--- src/rtl/keypad_scan_pkg.sv ---
// Shared keypad-matrix constants used by the keypad reader and the display scan.
package keypad_scan_pkg;
    localparam int KEY_ROWS         = 4;
    localparam int KEY_COLS         = 4;
    localparam int KEY_NUM          = KEY_ROWS * KEY_COLS;
    localparam int KEY_CODE_W       = $clog2(KEY_NUM);
    localparam int SCAN_DIV_DEFAULT = 100_000;

    // Classification of one complete scan of the matrix.
    typedef enum logic [1:0] {
        CAND_NONE,
        CAND_SINGLE,
        CAND_MULTI
    } cand_kind_e;
endpackage

--- src/rtl/keypad_scan_if.sv ---
// Keypad matrix lines plus the debounced key event bus towards the data path.
interface keypad_scan_if;
    import keypad_scan_pkg::*;

    logic [KEY_COLS-1:0]   col;
    logic [KEY_ROWS-1:0]   row;
    logic [KEY_CODE_W-1:0] key_code;
    logic                  key_valid;
    logic                  key_held;

    modport master (
        input  col,
        output row, key_code, key_valid, key_held
    );

    modport slave (
        output col,
        input  row, key_code, key_valid, key_held
    );
endinterface

--- src/rtl/keypad_scan_tick.sv ---
// Row-period prescaler: counts 0..DIV-1 and pulses tick for one clk at DIV-1.
module keypad_scan_tick #(
    parameter int DIV = 4
) (
    input  logic clk,
    input  logic rst,
    output logic tick
);
    localparam int            CW   = (DIV > 1) ? $clog2(DIV) : 1;
    localparam logic [CW-1:0] LAST = CW'(DIV - 1);

    logic [CW-1:0] cnt_q, cnt_d;

    always_comb begin
        cnt_d = (cnt_q == LAST) ? '0 : cnt_q + CW'(1);
    end

    always_ff @(posedge clk) begin
        if (rst) begin
            cnt_q <= '0;
        end else begin
            cnt_q <= cnt_d;
        end
    end

    assign tick = (cnt_q == LAST);
endmodule

--- src/rtl/keypad_scan.sv ---
// 4x4 keypad reader: one-cold row scan, 2-flop column sync, whole-scan debounce,
// one-clk key_valid per accepted press and key_held until debounced release.
module keypad_scan
    import keypad_scan_pkg::*;
#(
    parameter int SCAN_DIV       = SCAN_DIV_DEFAULT,
    parameter int DEBOUNCE_SCANS = 4
) (
    input  logic          clk,
    input  logic          rst,
    keypad_scan_if.master bus
);
    localparam int               CNT_W    = $clog2(DEBOUNCE_SCANS + 1);
    localparam logic [CNT_W-1:0] CNT_ONE  = CNT_W'(1);
    localparam logic [CNT_W-1:0] CNT_DONE = CNT_W'(DEBOUNCE_SCANS);

    typedef enum logic [1:0] {
        S_IDLE,
        S_DEBOUNCE,
        S_PRESSED,
        S_RELEASE
    } state_e;

    logic                  tick;
    logic                  eos;
    logic                  accept;
    logic [KEY_COLS-1:0]   col_meta_q, col_sync_q;
    logic [1:0]            row_idx_q;
    logic [KEY_ROWS-1:0]   row_q;
    logic [KEY_NUM-1:0]    scan_vec_q, scan_vec_d;
    cand_kind_e            kind;
    logic [KEY_CODE_W-1:0] cand;
    state_e                state_q;
    logic [CNT_W-1:0]      cnt_q;
    logic [KEY_CODE_W-1:0] cand_q, key_code_q;
    logic                  key_valid_q, key_held_q;

    keypad_scan_tick #(.DIV(SCAN_DIV)) u_tick (
        .clk  (clk),
        .rst  (rst),
        .tick (tick)
    );

    always_ff @(posedge clk) begin
        col_meta_q <= bus.col;
        col_sync_q <= col_meta_q;
    end

    // The FSM must see the row sampled on this very tick, so it works on the merged vector.
    always_comb begin
        scan_vec_d = scan_vec_q;
        if (tick) begin
            scan_vec_d[row_idx_q*KEY_COLS +: KEY_COLS] = ~col_sync_q;
        end
    end

    always_ff @(posedge clk) begin
        if (rst) begin
            row_idx_q  <= 2'd0;
            row_q      <= 4'b1110;
            scan_vec_q <= '0;
        end else if (tick) begin
            row_idx_q  <= row_idx_q + 2'd1;
            row_q      <= ~(4'b0001 << (row_idx_q + 2'd1));
            scan_vec_q <= scan_vec_d;
        end
    end

    assign eos = tick && (row_idx_q == 2'd3);

    always_comb begin
        kind = CAND_NONE;
        cand = '0;
        case ($countones(scan_vec_d))
            0:       kind = CAND_NONE;
            1:       kind = CAND_SINGLE;
            default: kind = CAND_MULTI;
        endcase
        for (int i = 0; i < KEY_NUM; i++) begin
            if (scan_vec_d[i]) cand = KEY_CODE_W'(i);
        end
    end

    always_comb begin
        accept = 1'b0;
        if (eos && kind == CAND_SINGLE) begin
            if (state_q == S_IDLE) begin
                accept = (DEBOUNCE_SCANS == 1);
            end else if (state_q == S_DEBOUNCE) begin
                accept = (cand == cand_q) && (cnt_q + CNT_ONE == CNT_DONE);
            end
        end
    end

    always_ff @(posedge clk) begin
        if (rst) begin
            state_q     <= S_IDLE;
            cnt_q       <= '0;
            cand_q      <= '0;
            key_code_q  <= '0;
            key_valid_q <= 1'b0;
            key_held_q  <= 1'b0;
        end else begin
            key_valid_q <= 1'b0;
            if (accept) begin
                key_code_q  <= cand;
                key_valid_q <= 1'b1;
                key_held_q  <= 1'b1;
            end
            if (eos) begin
                unique case (state_q)
                    S_IDLE: begin
                        if (kind == CAND_SINGLE) begin
                            cand_q  <= cand;
                            cnt_q   <= CNT_ONE;
                            state_q <= accept ? S_PRESSED : S_DEBOUNCE;
                        end
                    end
                    S_DEBOUNCE: begin
                        if (kind != CAND_SINGLE) begin
                            state_q <= S_IDLE;
                        end else if (cand == cand_q) begin
                            cnt_q <= cnt_q + CNT_ONE;
                            if (accept) state_q <= S_PRESSED;
                        end else begin
                            cand_q <= cand;
                            cnt_q  <= CNT_ONE;
                        end
                    end
                    S_PRESSED: begin
                        if (kind == CAND_NONE) begin
                            if (CNT_ONE == CNT_DONE) begin
                                key_held_q <= 1'b0;
                                state_q    <= S_IDLE;
                            end else begin
                                cnt_q   <= CNT_ONE;
                                state_q <= S_RELEASE;
                            end
                        end
                    end
                    S_RELEASE: begin
                        if (kind != CAND_NONE) begin
                            state_q <= S_PRESSED;
                        end else if (cnt_q + CNT_ONE == CNT_DONE) begin
                            key_held_q <= 1'b0;
                            state_q    <= S_IDLE;
                        end else begin
                            cnt_q <= cnt_q + CNT_ONE;
                        end
                    end
                endcase
            end
        end
    end

    assign bus.row       = row_q;
    assign bus.key_code  = key_code_q;
    assign bus.key_valid = key_valid_q;
    assign bus.key_held  = key_held_q;
endmodule
--- src/flat_wrapper.sv ---
// flat-port wrapper written by rule: the top's interface ports become plain ports
module keypad_scan_flat import keypad_scan_pkg::*;
#(
    parameter int SCAN_DIV       = SCAN_DIV_DEFAULT,
    parameter int DEBOUNCE_SCANS = 4
)
  (clk, rst, bus_col, bus_row, bus_key_code, bus_key_valid, bus_key_held);
  keypad_scan_if bus_i ();
  input  logic clk;
  input  logic rst;
  input wire logic [$bits(bus_i.col)-1:0] bus_col;
  output wire logic [$bits(bus_i.row)-1:0] bus_row;
  output wire logic [$bits(bus_i.key_code)-1:0] bus_key_code;
  output wire logic [$bits(bus_i.key_valid)-1:0] bus_key_valid;
  output wire logic [$bits(bus_i.key_held)-1:0] bus_key_held;
  assign bus_i.col = bus_col;
  assign bus_row = bus_i.row;
  assign bus_key_code = bus_i.key_code;
  assign bus_key_valid = bus_i.key_valid;
  assign bus_key_held = bus_i.key_held;
  keypad_scan #(.SCAN_DIV(SCAN_DIV), .DEBOUNCE_SCANS(DEBOUNCE_SCANS)) u_core (.clk(clk), .rst(rst), .bus(bus_i));
endmodule
--- config.mk ---
export PLATFORM = sky130hd
export DESIGN_NAME = keypad_scan_flat
export DESIGN_NICKNAME = d
export VERILOG_FILES = /design/src/rtl/keypad_scan_pkg.sv /design/src/rtl/keypad_scan_if.sv /design/src/rtl/keypad_scan_tick.sv /design/src/rtl/keypad_scan.sv /design/src/flat_wrapper.sv
export SDC_FILE = /design/constraint.sdc
export NUM_CORES = 1
export LEC_CHECK = 0
export CORE_UTILIZATION = 50
export CTS_CLUSTER_DIAMETER = 60
export CTS_CLUSTER_SIZE = 20
export DETAILED_ROUTE_END_ITERATION = 10
export GPL_TIMING_DRIVEN = 0
export PLACE_DENSITY = 0.69
export SLEW_MARGIN = 5
export SYNTH_ARGS = -nofsm -noshare
export SYNTH_HDL_FRONTEND = slang
export SYNTH_SLANG_ARGS = --single-unit
--- constraint.sdc ---
create_clock -name clk -period 6.3 [get_ports clk]
set_clock_uncertainty 0.1 [all_clocks]
set_input_delay 0.945 -clock clk [delete_from_list [all_inputs] [get_ports clk]]
set_output_delay 0.945 -clock clk [all_outputs]
set_load 0.01 [all_outputs]
==> flow_summary.json <==
{
  "cts.clk_slew.worst_paths_ns": 0.07,
  "start_util_pct": 51.8,
  "synth-async-reset-ratio_pct": 0,
  "cts_made_buffers": 9,
  "min_period_over_period_pct": 99.9,
  "critPathSlowestCell": "or4_4",
  "required_ns": 6.46,
  "port-buffer-count": 15,
  "synth_seq_cells": 62,
  "status": "complete, no violations",
  "htreeDepth": 3,
  "fin_nets": 531,
  "path_max_fanout": 5,
  "clock-sinks": 62,
  "syn_area_um2": 3780,
  "layout_commonest_cell": "nor2_1",
  "rsz0062_at_grt": "true",
  "criticalPathCategory": "reg -> reg",
  "wire_per_inst_um": 17.0,
  "synth_fp_nets": 471,
  "diodes": 0,
  "postLayoutCoreUtil_pct": 67.9,
  "critical-path-top-delay-family": "adder cells",
  "gr-usage-all-layers_pct": 26.0,
  "cp.buffers_inverters": 5,
  "cts_tree": "done",
  "slew-limit-headroom_pct": 43.9,
  "drc": 0,
  "fmax_mhz": 159,
  "via_count": 3431,
  "grt_max_degree": 11,
  "clock-root-buffer": "clkbuf_8",
  "synth-edff-count": 0,
  "layout-drive-gt1-share_pct": 28.4,
  "r2r_slack_ns": 0.006,
  "netlist-cell-type-count": 66,
  "start_kind": "flip-flop",
  "die_h_um": 88.9,
  "seq_area_frac_synth_pct": 32.8,
  "pin_count": 16,
  "mostFrequentLayoutCells": "54 x nor2_1, 48 x dfxtp_1, 34 x inv_1",
  "routabilityCongestion": 0.917,
  "end_kind": "flip-flop",
  "p_leak_uw": 0.00208,
  "insertion_delay_ns": 0.34,
  "syn_inst": 431,
  "rows": 31,
  "fin_crit_ns": 6.29,
  "antenna_found_initial": 0,
  "power.density_nw_per_um2": 164,
  "wl_um": 10100,
  "coreArea_um2": 7290,
  "maxCapViolCount": 0,
  "setup_viol": 0,
  "grt_pass1_vias": 3116,
  "syn_to_final_growth_pct": 31.0,
  "yosys_warnings": 0,
  "tightest_slew_ns": 0.830,
  "holdWs_ns": 0.227,
  "cpMostUsedCell": "fa_2",
  "hold_path.class": "reg -> reg",
  "drt_first_pass_iters": 5,
  "critical_path.cell_chain": "or2_2 -> nor4_4 -> buf_4 -> nand3_4 -> buf_4 -> nor4_1 -> a21o_1 -> ha_2 -> inv_1 -> fa_2 -> inv_1 -> fa_2 -> fa_2 -> fa_1 -> ha_2 -> fa_2 -> or4_4 -> buf_6 -> or3_4 -> nand4_1 -> nor2_1 -> nor3_1",
  "syn_avg_cell_area_um2": 8.77,
  "grt_overflow_total": 0,
  "drtAntennaViolNets": 0,
  "grt_pass1_wl_um": 15300,
  "dieWidth_um": 88.9,
  "worstPathArrival_ns": 6.46,
  "irDropWorstVdd_uv": 135,
  "vias_per_cell": 5.77,
  "max_stage_delay_ns": 0.60,
  "hold_buffers": 0,
  "dp.final_hpwl_um": 6760,
  "clockBufferDepth": 2,
  "final-hold-violation-count": 0,
  "report.final.slew_viol_count": 0,
  "synth_flop_cell": "dfxtp_1",
  "dieArea_um2": 7910,
  "first_iter_violations": 312,
  "power_uw": 810
}
==> per-stage QoR <==
stage          TNS [ns]  instances  setup slack, ns  instance area, um2
4_1_cts               0        579          0.00507                4620
2_1_floorplan         0        431           0.0567                3790
3_5_place_dp      -8.19        545           -0.830                4060
3_3_place_gp      -6.38        545           -0.697                4060
5_1_grt           -1.01        595           -0.181                4950
6_report              0        595          0.00649                4950
==> kinds of logic after synthesis <==
group           synth area share, %
simple gates                   26.8
compound gates                 12.1
flops                          32.8
buf+inv                        5.63
fa+ha+maj                      13.4
mux                            5.43
xor+xnor                       3.71
==> power breakdown <==
part           leakage [uW]  internal (uW)  switching (uW)
logic               0.00146           8.17            12.9
clock network      0.000110            233             156
registers          0.000510            396            4.92
==> cell usage after synthesis, drive strengths merged, types with 2 or more instances <==
cell    instances  area, um2
a21boi          2       15.0
a21o            3       22.5
a21oi          23        115
a221oi          2       17.5
a31oi           6       43.8
and2            5       31.3
and3            7       48.8
buf             6       32.5
clkbuf         10       37.5
dfxtp          62       1240
fa             11        220
ha             23        288
inv            38        143
mux2            7       78.8
mux2i          11        126
nand2          18       67.6
nand2b         11       68.8
nand3          15       75.1
nand3b          3       22.5
nand4           8       50.1
nand4b          4       71.3
nor2           55        206
nor2b          14       87.6
nor3           17       85.1
nor4            8       65.1
nor4b           2       23.8
nor4bb          2       20.0
o211ai          2       15.0
o21a            2       15.0
o21ai          10       50.1
o21bai          2       15.0
o32ai           2       17.5
o41ai           2       36.3
or2             3       18.8
or3             3       18.8
or4             2       15.0
xnor2           8       70.1
xor2            8       70.1
==> routing by layer <==
layer	global-route usage [%]	up-vias	share of wire, %
met5	0	-	0
met4	10.7	0	2.4
met3	4.16	26	5.1
met2	40.1	109	45
met1	36.4	1674	47
li1	-	1622	-
==> worst paths after layout <==
check	from	endpoint	depth (start not counted)
setup / recovery	u_core.u_tick.cnt_q[6]	u_core.state_q[1]	22
hold / removal	u_core.col_meta_q[3]	u_core.col_sync_q[3]	0
setup reg to reg	u_core.u_tick.cnt_q[6]	u_core.state_q[1]	22
hold reg to reg	u_core.col_meta_q[3]	u_core.col_sync_q[3]	0
==> area by class of cell <==
| class | instances | area, um2 |
|---|---|---|
| fillers | 586 | 2340 |
| clock buffers | 12 | 145 |
| clock inverters | 4 | 70.1 |
| multi-input cells | 316 | 2690 |
| inverters | 38 | 143 |
| repair buffers | 50 | 433 |
| plain buffers | 14 | 86.3 |
| flip-flops and latches | 62 | 1260 |
| well taps | 99 | 124 |
==> state kept, by name, summed over array words and instances, names as in the netlist <==
name,cells
u_core.bus.key_valid,1
u_core.cnt_q,3
u_core.cand_q,4
u_core.row_idx_q,2
u_core.state_q,2
u_core.u_tick.cnt_q,17
u_core.bus.row,4
u_core.bus.key_held,1
u_core.col_meta_q,4
u_core.scan_vec_q,16
u_core.col_sync_q,4
u_core.bus.key_code,4
==> repair_timing <==
action / in CTS / in global routing
gates cloned: 0 / 1
resized for setup: 47 / 53
buffers inserted: 19 / 16
endpoints found under the hold margin: 0 / 0
pin swaps: 17 / 21
endpoints found under the setup margin: 15 / 15
Power figures use the tool's default switching activity.
